**config.mk**
```make
export PLATFORM = sky130hd
export DESIGN_NAME = gemm_result_stream_flat
export DESIGN_NICKNAME = d
export VERILOG_FILES = /design/src/rtl/gemm_result_stream_if.sv /design/src/rtl/gemm_result_stream.sv /design/src/flat_wrapper.sv
export SDC_FILE = /design/constraint.sdc
export NUM_CORES = 2
export LEC_CHECK = 0
export CORE_AREA = 5 5 431 433
export CTS_CLUSTER_SIZE = 8
export DETAILED_ROUTE_END_ITERATION = 10
export DIE_AREA = 0 0 436 438
export SETUP_SLACK_MARGIN = 0.1
export SLEW_MARGIN = 20
export SYNTH_ARGS = -nofsm -noshare
export SYNTH_HDL_FRONTEND = slang
export SYNTH_SLANG_ARGS = --single-unit
export TNS_END_PERCENT = 5
```
**constraint.sdc**
```tcl
create_clock -name iclk -period 107.4 [get_ports iclk]
set_clock_uncertainty 0.15 [all_clocks]
set_input_delay 21.48 -clock iclk [delete_from_list [all_inputs] [get_ports iclk]]
set_output_delay 21.48 -clock iclk [all_outputs]
set_load 0.01 [all_outputs]
```
**src/rtl/gemm_result_stream_if.sv**
```systemverilog
// rtl/gemm_result_stream_if.sv - result element stream bundle (oparity present under GEMM_STREAM_PARITY_EN)
interface gemm_result_stream_if #(
    parameter int DATA_WIDTH    = 64,
    parameter int MATRIX_HEIGHT = 4,
    parameter int MATRIX_WIDTH  = 4
);
    localparam int RW = (MATRIX_HEIGHT > 1) ? $clog2(MATRIX_HEIGHT) : 1;
    localparam int CW = (MATRIX_WIDTH > 1) ? $clog2(MATRIX_WIDTH) : 1;

    logic                  ovalid;
    logic                  iready;
    logic [DATA_WIDTH-1:0] odata;
    logic [RW-1:0]         orow;
    logic [CW-1:0]         ocol;
    logic                  olast;
`ifdef GEMM_STREAM_PARITY_EN
    logic                  oparity;

    modport master (output ovalid, odata, orow, ocol, olast, oparity, input iready);
    modport slave  (input ovalid, odata, orow, ocol, olast, oparity, output iready);
`else
    modport master (output ovalid, odata, orow, ocol, olast, input iready);
    modport slave  (input ovalid, odata, orow, ocol, olast, output iready);
`endif
endinterface

```
**src/rtl/gemm_result_stream.sv**
```systemverilog
// rtl/gemm_result_stream.sv - shadow-buffered GEMM result drain streaming one element per beat; optional GEMM_STREAM_PARITY_EN
module gemm_result_stream #(
    parameter int DATA_WIDTH    = 64,
    parameter int MATRIX_HEIGHT = 4,
    parameter int MATRIX_WIDTH  = 4,
    parameter bit COL_MAJOR     = 1'b0
) (
    input  logic                  iclk,
    input  logic                  irst,
    input  logic                  idone,
    input  logic [DATA_WIDTH-1:0] iresult_matrix [MATRIX_HEIGHT][MATRIX_WIDTH],
    gemm_result_stream_if.master  stream,
    output logic                  obusy,
    output logic                  ooverrun
);
    localparam int RW = (MATRIX_HEIGHT > 1) ? $clog2(MATRIX_HEIGHT) : 1;
    localparam int CW = (MATRIX_WIDTH > 1) ? $clog2(MATRIX_WIDTH) : 1;
    localparam logic [RW-1:0] ROW_LAST = RW'(MATRIX_HEIGHT - 1);
    localparam logic [CW-1:0] COL_LAST = CW'(MATRIX_WIDTH - 1);

    typedef enum logic {IDLE, STREAM} state_t;

    state_t                state, state_nxt;
    logic [DATA_WIDTH-1:0] shadow [MATRIX_HEIGHT][MATRIX_WIDTH];
    logic [RW-1:0]         row, row_nxt;
    logic [CW-1:0]         col, col_nxt;
    logic [DATA_WIDTH-1:0] data, data_nxt;
    logic                  last, last_nxt;
    logic                  overrun, overrun_nxt;
    logic                  fire, last_fire, capture;

    always_comb begin
        fire        = (state == STREAM) && stream.iready;
        last_fire   = fire && last;
        // A done pulse is only accepted when the shadow buffer is free or being vacated this cycle
        capture     = idone && ((state == IDLE) || last_fire);
        overrun_nxt = overrun || (idone && (state == STREAM) && !last_fire);
        state_nxt   = state;
        row_nxt     = row;
        col_nxt     = col;

        case (state)
            IDLE:    if (idone) state_nxt = STREAM;
            STREAM:  if (last_fire && !idone) state_nxt = IDLE;
            default: state_nxt = IDLE;
        endcase

        if (capture || last_fire) begin
            row_nxt = '0;
            col_nxt = '0;
        end else if (fire) begin
            if (COL_MAJOR) begin
                if (row == ROW_LAST) begin
                    row_nxt = '0;
                    col_nxt = col + 1'b1;
                end else begin
                    row_nxt = row + 1'b1;
                end
            end else begin
                if (col == COL_LAST) begin
                    col_nxt = '0;
                    row_nxt = row + 1'b1;
                end else begin
                    col_nxt = col + 1'b1;
                end
            end
        end

        last_nxt = (state_nxt == STREAM) && (row_nxt == ROW_LAST) && (col_nxt == COL_LAST);

        // On capture the shadow is not yet loaded, so the first element bypasses it
        if (capture)
            data_nxt = iresult_matrix[0][0];
        else if (state_nxt == STREAM)
            data_nxt = shadow[row_nxt][col_nxt];
        else
            data_nxt = '0;
    end

    always_ff @(posedge iclk) begin
        if (irst) begin
            state   <= IDLE;
            row     <= '0;
            col     <= '0;
            data    <= '0;
            last    <= 1'b0;
            overrun <= 1'b0;
        end else begin
            state   <= state_nxt;
            row     <= row_nxt;
            col     <= col_nxt;
            data    <= data_nxt;
            last    <= last_nxt;
            overrun <= overrun_nxt;
        end
    end

    always_ff @(posedge iclk) begin
        if (capture)
            shadow <= iresult_matrix;
    end

`ifdef GEMM_STREAM_PARITY_EN
    logic parity;

    always_ff @(posedge iclk) begin
        if (irst)
            parity <= 1'b0;
        else
            parity <= ^data_nxt;
    end

    assign stream.oparity = parity;
`endif

    assign stream.ovalid = (state == STREAM);
    assign stream.odata  = data;
    assign stream.orow   = row;
    assign stream.ocol   = col;
    assign stream.olast  = last;
    assign obusy         = (state == STREAM);
    assign ooverrun      = overrun;
endmodule
```
**src/flat_wrapper.sv**
```systemverilog
// flat-port wrapper written by rule: the top's interface ports become plain ports
module gemm_result_stream_flat 
#(
    parameter int DATA_WIDTH    = 64,
    parameter int MATRIX_HEIGHT = 4,
    parameter int MATRIX_WIDTH  = 4,
    parameter bit COL_MAJOR     = 1'b0
)
  (iclk, irst, idone, iresult_matrix, obusy, ooverrun, stream_ovalid, stream_odata, stream_orow, stream_ocol, stream_olast, stream_iready);
  gemm_result_stream_if #(.DATA_WIDTH(DATA_WIDTH), .MATRIX_HEIGHT(MATRIX_HEIGHT), .MATRIX_WIDTH(MATRIX_WIDTH)) stream_i ();
  input  logic iclk;
  input  logic irst;
  input  logic idone;
  input  logic [DATA_WIDTH-1:0] iresult_matrix[MATRIX_HEIGHT][MATRIX_WIDTH];
  output logic obusy;
  output logic ooverrun;
  output wire logic [$bits(stream_i.ovalid)-1:0] stream_ovalid;
  output wire logic [$bits(stream_i.odata)-1:0] stream_odata;
  output wire logic [$bits(stream_i.orow)-1:0] stream_orow;
  output wire logic [$bits(stream_i.ocol)-1:0] stream_ocol;
  output wire logic [$bits(stream_i.olast)-1:0] stream_olast;
  input wire logic [$bits(stream_i.iready)-1:0] stream_iready;
  assign stream_ovalid = stream_i.ovalid;
  assign stream_odata = stream_i.odata;
  assign stream_orow = stream_i.orow;
  assign stream_ocol = stream_i.ocol;
  assign stream_olast = stream_i.olast;
  assign stream_i.iready = stream_iready;
  gemm_result_stream #(.DATA_WIDTH(DATA_WIDTH), .MATRIX_HEIGHT(MATRIX_HEIGHT), .MATRIX_WIDTH(MATRIX_WIDTH), .COL_MAJOR(COL_MAJOR)) u_core (.iclk(iclk), .irst(irst), .idone(idone), .iresult_matrix(iresult_matrix), .stream(stream_i), .obusy(obusy), .ooverrun(ooverrun));
endmodule
```
# After elaboration in Yosys (flattened, before gate mapping)
# Cells that the tools add are included.
# Widths: inputs -> output; s select.
[word_totals]
in_bits = 1028
output_inout_bits = 72
regBits = 1095
elab_cells = 62
[classes]
n_lt_le_gt_ge = 2
bitwise_logic = 3
n_eq_ne = 3
n_mux = 17
n_reduce_logical = 13
n_addsub = 2
[op_table]
columns = ["op", "n"]
rows = [
  ["$bmux 256 s2", 1],
  ["$mux 256", 2],
  ["$mux 64", 4],
  ["$bmux 64 s2", 1],
  ["$mux 2", 6],
  ["$logic_and 1x1->1", 8],
  ["$eq 2x2->1 const B", 3],
  ["$ge 3x3->1 const B", 2],
  ["$not 2->3", 2],
  ["$add 2x1->2 const B", 2],
  ["$logic_or 1x1->1", 3],
  ["$logic_not 1->1", 2],
  ["$mux 1", 2],
  ["$pmux 1 s2", 1],
  ["$not 1->1", 1],
]

# Depth between registers and ports, before layout
[logic_depth]
depth_word = 15
ltp_mapped = 12
mapped_depth_nobuf = 7

# Worst setup path after synthesis
# Ideal clock, no wire load.
[synth_path]
path_kind = "input port to flip-flop"
start = "in stream_iready"
end = "reg u_core.data[58] (netlist: u_core.stream.odata[58])"
t_required_ns = 107.091
n_path_buf = 2
t_arrival_ns = 53.354
cell_stages = 6
setup_time_ns = 0.159
setup_slack_ns = 53.737
cell_sequence = "buf_2 a21oi_1 nor2_1 clkbuf_1 a221oi_1 a221oi_1"
[synth_via]
elab_chain_cells = 15
word_cells_on_any_way = 22
classes_between = "14 x mux; 2 x bitwise; 6 x reduce/logical"
[synth_lines]
columns = ["element", "line_no", "source"]
rows = [
  ["from (decl)", "flat_wrapper.sv:22", "input wire logic [$bits(stream_i.iready)-1:0] stream_iready;"],
  ["$logic_and 1x1->1 (*)", "gemm_result_stream.sv:33", "fire = (state == STREAM) && stream.iready;"],
  ["$logic_and 1x1->1 (*)", "gemm_result_stream.sv:34", "last_fire = fire && last;"],
  ["$logic_or 1x1->1 (*)", "gemm_result_stream.sv:36", "capture = idone && ((state == IDLE) || last_fire);"],
  ["$logic_and 1x1->1 (*)", "gemm_result_stream.sv:36", ""],
  ["net u_core.capture", "gemm_result_stream.sv:30", "logic fire, last_fire, capture;"],
  ["$logic_or 1x1->1", "gemm_result_stream.sv:48", "if (capture || last_fire) begin"],
  ["$mux 2", "gemm_result_stream.sv:48", ""],
  ["$not 2->3 (not written as such)", "gemm_result_stream.sv:75", "data_nxt = shadow[row_nxt][col_nxt];"],
  ["$bmux 256 s2", "gemm_result_stream.sv:75", ""],
  ["$mux 256 (not written as such) (2 in series)", "gemm_result_stream.sv:75", ""],
  ["$bmux 64 s2", "gemm_result_stream.sv:75", ""],
  ["$mux 64 (not written as such) (2 in series)", "gemm_result_stream.sv:75", ""],
  ["$mux 64", "gemm_result_stream.sv:74", "else if (state_nxt == STREAM)"],
  ["$mux 64 (*)", "gemm_result_stream.sv:72", "if (capture)"],
  ["to (signal assigned)", "gemm_result_stream.sv:92", "data <= data_nxt;"],
  ["to (decl)", "gemm_result_stream.sv:27", "logic [DATA_WIDTH-1:0] data, data_nxt;"],
]
# Mark *: on every way through the listed nets, which the timed path passes. The rest lies on a longest branch. The select of a mux whose other input is x is not followed.
# A chain may end at the register's enable or synchronous reset.

# Final worst setup path
[layout_path]
start = "in stream_iready"
end = "reg u_core.data[45] (netlist: u_core.stream.odata[45])"
[layout_via]
elab_chain_cells = 15
word_cells_on_any_way = 22
classes_between = "14 x mux; 2 x bitwise; 6 x reduce/logical"
[layout_lines]
columns = ["element", "line_no"]
rows = [
  ["$logic_and 1x1->1 (*)", "gemm_result_stream.sv:33"],
  ["$logic_and 1x1->1", "gemm_result_stream.sv:34"],
  ["$logic_or 1x1->1", "gemm_result_stream.sv:36"],
  ["$logic_and 1x1->1", "gemm_result_stream.sv:36"],
  ["$logic_or 1x1->1", "gemm_result_stream.sv:48"],
  ["$mux 2", "gemm_result_stream.sv:48"],
  ["$not 2->3 (not written as such)", "gemm_result_stream.sv:75"],
  ["$bmux 256 s2", "gemm_result_stream.sv:75"],
  ["$mux 256 (not written as such) (2 in series)", "gemm_result_stream.sv:75"],
  ["$bmux 64 s2", "gemm_result_stream.sv:75"],
  ["$mux 64 (not written as such) (2 in series)", "gemm_result_stream.sv:75"],
  ["$mux 64", "gemm_result_stream.sv:74"],
  ["$mux 64 (*)", "gemm_result_stream.sv:72"],
]
# Every way passes the cells marked *; elsewhere a longest branch is shown, timed or not. The select of a mux whose other input is x is not followed.

==> flow_metrics.tcl <==
set metrics [dict create \
    via_per_inst 4.91 \
    powerDensity_nw_per_um2 17.7 \
    switching_share_pct 23.6 \
    synth_ff_type "edfxtp_1" \
    setup_ws_ns 81.60 \
    crit_family "buffers and inverters" \
    die_w_microns 436 \
    wl_microns 197000 \
    grt_pass1_wl_microns 261000 \
    yosysWarningCount 0 \
    cts_tree "done" \
    wirelength_met1_microns 68900 \
    setup_violations 0 \
    slew_headroom_pct 20.5 \
    clock-sinks 1095 \
    crit_type "input pin to register" \
    netlist_instances 2802 \
    crit_slowest_cell "clkdlybuf4s50_1" \
    initial_core_util_pct 23.5 \
    drv_slew 0 \
    cp_slowest_stage_delay_ns 0.88 \
    leakage_nw 19.8 \
    coreArea_sq_um 182000 \
    drc 0 \
    drt_iter0_drc 3578 \
    seqPwrFrac_pct 46.7 \
    clkSlewWorstSetupHoldPaths_ns 0.05 \
    grt_antenna_before_repair 83 \
    timing.hold.ws_ns 0.318 \
    route.vias.total 31700 \
    yosysSeqAreaShare_pct 75.5 \
    synth-seq-cells 1095 \
    async_flop_share_pct 0 \
    route.met2.wl_microns 102000 \
    cts_resized 0 \
    path_buf_inv 4 \
    fin_crit_sh_pct 24.0 \
    wl_per_cell_microns 30.5 \
    place_area_sq_um 56300 \
    root_buffer "clkbuf_16" \
    clk_path_buf_depth 3 \
    arrival_ns 26.34 \
    maxCapViolations 0 \
    fmax_ghz 0.0388 \
    p_int_mw 0.828 \
    post-dp-hpwl_microns 144000 \
    grt_max_degree 185 \
    htree_num_levels 4 \
    multi_input_area_sq_um 9690 \
    p_switching_mw 0.255 \
    path_common_cell "buf_4" \
    numCtsBuffers 157 \
    cts-hold-fix-buffers 0 \
    ios 1100 \
    dp.cells 6122 \
    gp_congestion 0.918 \
    crit_chain "clkdlybuf4s50_1 -> a21oi_1 -> nor2_4 -> buf_12 -> buf_4 -> buf_4 -> a221oi_2 -> a221oi_1" \
    layout_min_cycle_time_ns 25.80 \
    area_delta_synth_final_pct 43.6 \
    grt-ovfl-total 0 \
    setup-tns-final_ns 0 \
    nFillCells 17600 \
    wl_met3_microns 17200 \
    cp-startpoint "stream_iready" \
    start_kind "input pin" \
    synth.distinct_cells 54 \
    rsz0062_at_grt "no" \
    groute.usage.overall_pct 19.6 \
    p_comb_share_pct 9.4 \
    clock_latency_ns 0.79 \
    dpl_worst_slack_ns 80.92 \
    grt_pass1_vias 32100 \
    final_area_sq_um 61200 \
    synth-edff-count 1024 \
    syn_area_sq_um 42600 \
    cp.required_ns 107.94 \
    cp-end-kind "register" \
    final_common_cell "clkdlybuf4s50_1" \
    postCtsSetupRepairBufs 0 \
    hold_path_class "register to register" \
    syn_area_per_cell_sq_um 15.2 \
    dr.max_layer_used "met5" \
    drive_above_1_share_pct 8.28 \
    final-hold-violation-count 0 \
    die_y_microns 438 \
    layout_common_cells "clkdlybuf4s50_1, edfxtp_1, nand2_1" \
    syn-num-nets 3831 \
    ant_nets 0 \
    rows 157 \
    fin_nets 4925 \
    status "finished clean" \
    io_buffers 1099 \
    fp.dieArea_sq_um 191000 \
    p_clk_share_pct 43.9 \
    crit-reg2reg-launch "u_core.stream.orow[0]$_SDFF_PP0_" \
    firstDrtPassIters 5 \
    seqCellArea_sq_um 32200 \
    worst_slew_pin_slew_ns 1.19 \
    hold_start "u_core.ooverrun$_SDFF_PP0_" \
    ir_drop_mv 0.0123 \
    finalNonFillerCells 6456 \
    cp_max_fo 184 \
]
-- layout make-up --
| cell class | instances | share of cell area (%) |
|---|---|---|
| diodes | 47 | 0.192 |
| clock buffers | 272 | 7.24 |
| clock inverters | 15 | 0.497 |
| inverters | 3 | 0.0184 |
| multi-input cells | 1479 | 15.8 |
| flip-flops and latches | 1095 | 52.6 |
| well taps | 2385 | 4.88 |
| repair buffers | 1160 | 18.8 |
-- routing by layer --
| layer | vias to the layer above | track usage (%) |
|---|---|---|
| met1 | 15900 | 21.7 |
| li1 | 13500 | - |
| met2 | 1865 | 34.8 |
| met4 | 28 | 9.02 |
| met5 | - | 0 |
| met3 | 416 | 5.46 |
-- per-stage QoR --
| stage | power (mW) | util (%) |
|---|---|---|
| detailed placement | 0.616 | 31.0 |
| finish | 1.08 | 33.7 |
| global route | 1.12 | 33.7 |
| CTS | 1.09 | 33.6 |
| floorplan | 0.574 | - |
| global placement | 0.615 | 31.0 |
-- state kept, by name, indices dropped and copies added (netlist names) --
name                 count
u_core.ooverrun          1
u_core.stream.ocol       2
u_core.stream.orow       2
u_core.obusy             1
u_core.shadow         1024
u_core.stream.olast      1
u_core.stream.odata     64
-- worst reg2reg max path, stage by stage, from the launching register on --
cell and delay [ns]:
dfxtp_4 0.50, buf_4 0.52, buf_4 0.63, nor2b_1 0.30, a2111oi_4 0.08, or3_4 0.58, buf_4 0.41, buf_4 0.45
o221a_2 0.46, a221oi_1 0.57, a221oi_1 0.19
-- power groups by stage --
stage / clock network, mW / logic, mW / registers [mW]
2_1_floorplan: 0 / 0.0330 / 0.540
3_3_place_gp: 0 / 0.101 / 0.514
3_5_place_dp: 0 / 0.102 / 0.514
4_1_cts: 0.485 / 0.103 / 0.506
5_1_grt: 0.504 / 0.107 / 0.507
6_report: 0.476 / 0.102 / 0.506
-- cell usage after synthesis, drive strengths merged, types with 3 or more instances --
master | n | share of area, %
edfxtp | 1024 | 72
a21oi | 194 | 2.3
o221a | 63 | 1.7
nand3 | 66 | 0.77
clkbuf | 160 | 1.4
o21ai | 131 | 1.5
nor2b | 5 | 0.073
and3 | 3 | 0.044
o221ai | 124 | 2.5
buf | 65 | 0.79
a211o | 3 | 0.062
nand2 | 389 | 3.4
a311oi | 61 | 1.3
or3 | 4 | 0.059
inv | 3 | 0.026
dfxtp | 71 | 3.3
mux2 | 3 | 0.079
a32oi | 4 | 0.082
o211ai | 63 | 1.1
o22ai | 4 | 0.059
nor3 | 5 | 0.070
nor2 | 75 | 0.66
a221oi | 122 | 2.8
mux2i | 128 | 3.0
-- path summary, 6_finish.rpt --
path | endpoint | slack [ns] | depth (start not counted)
setup / recovery | u_core.stream.odata[45]$_SDFF_PP0_ | 81.60 | 8
hold / removal | u_core.ooverrun$_SDFF_PP0_ | 0.32 | 2
setup reg to reg | u_core.stream.odata[23]$_SDFF_PP0_ | 102.41 | 10
hold reg to reg | u_core.ooverrun$_SDFF_PP0_ | 0.32 | 2
-- logic make-up (layout without fill, tap and decap cells) --
| family | count (synthesis) | in the layout | share of synthesized area [%] |
|---|---|---|---|
| other | 0 | 47 | 0 |
| AOI/OAI and AO/OA | 786 | 786 | 13.8 |
| adders and majority gates | 1 | 1 | 0.0293 |
| buffers and inverters | 228 | 1450 | 2.22 |
| muxes | 131 | 131 | 3.08 |
| xor gates and xnor gates | 2 | 2 | 0.0763 |
| and+or+nand+nor | 559 | 559 | 5.33 |
| DFF | 1095 | 1095 | 75.5 |
Note: power is estimated with default switching activity, not from simulation.
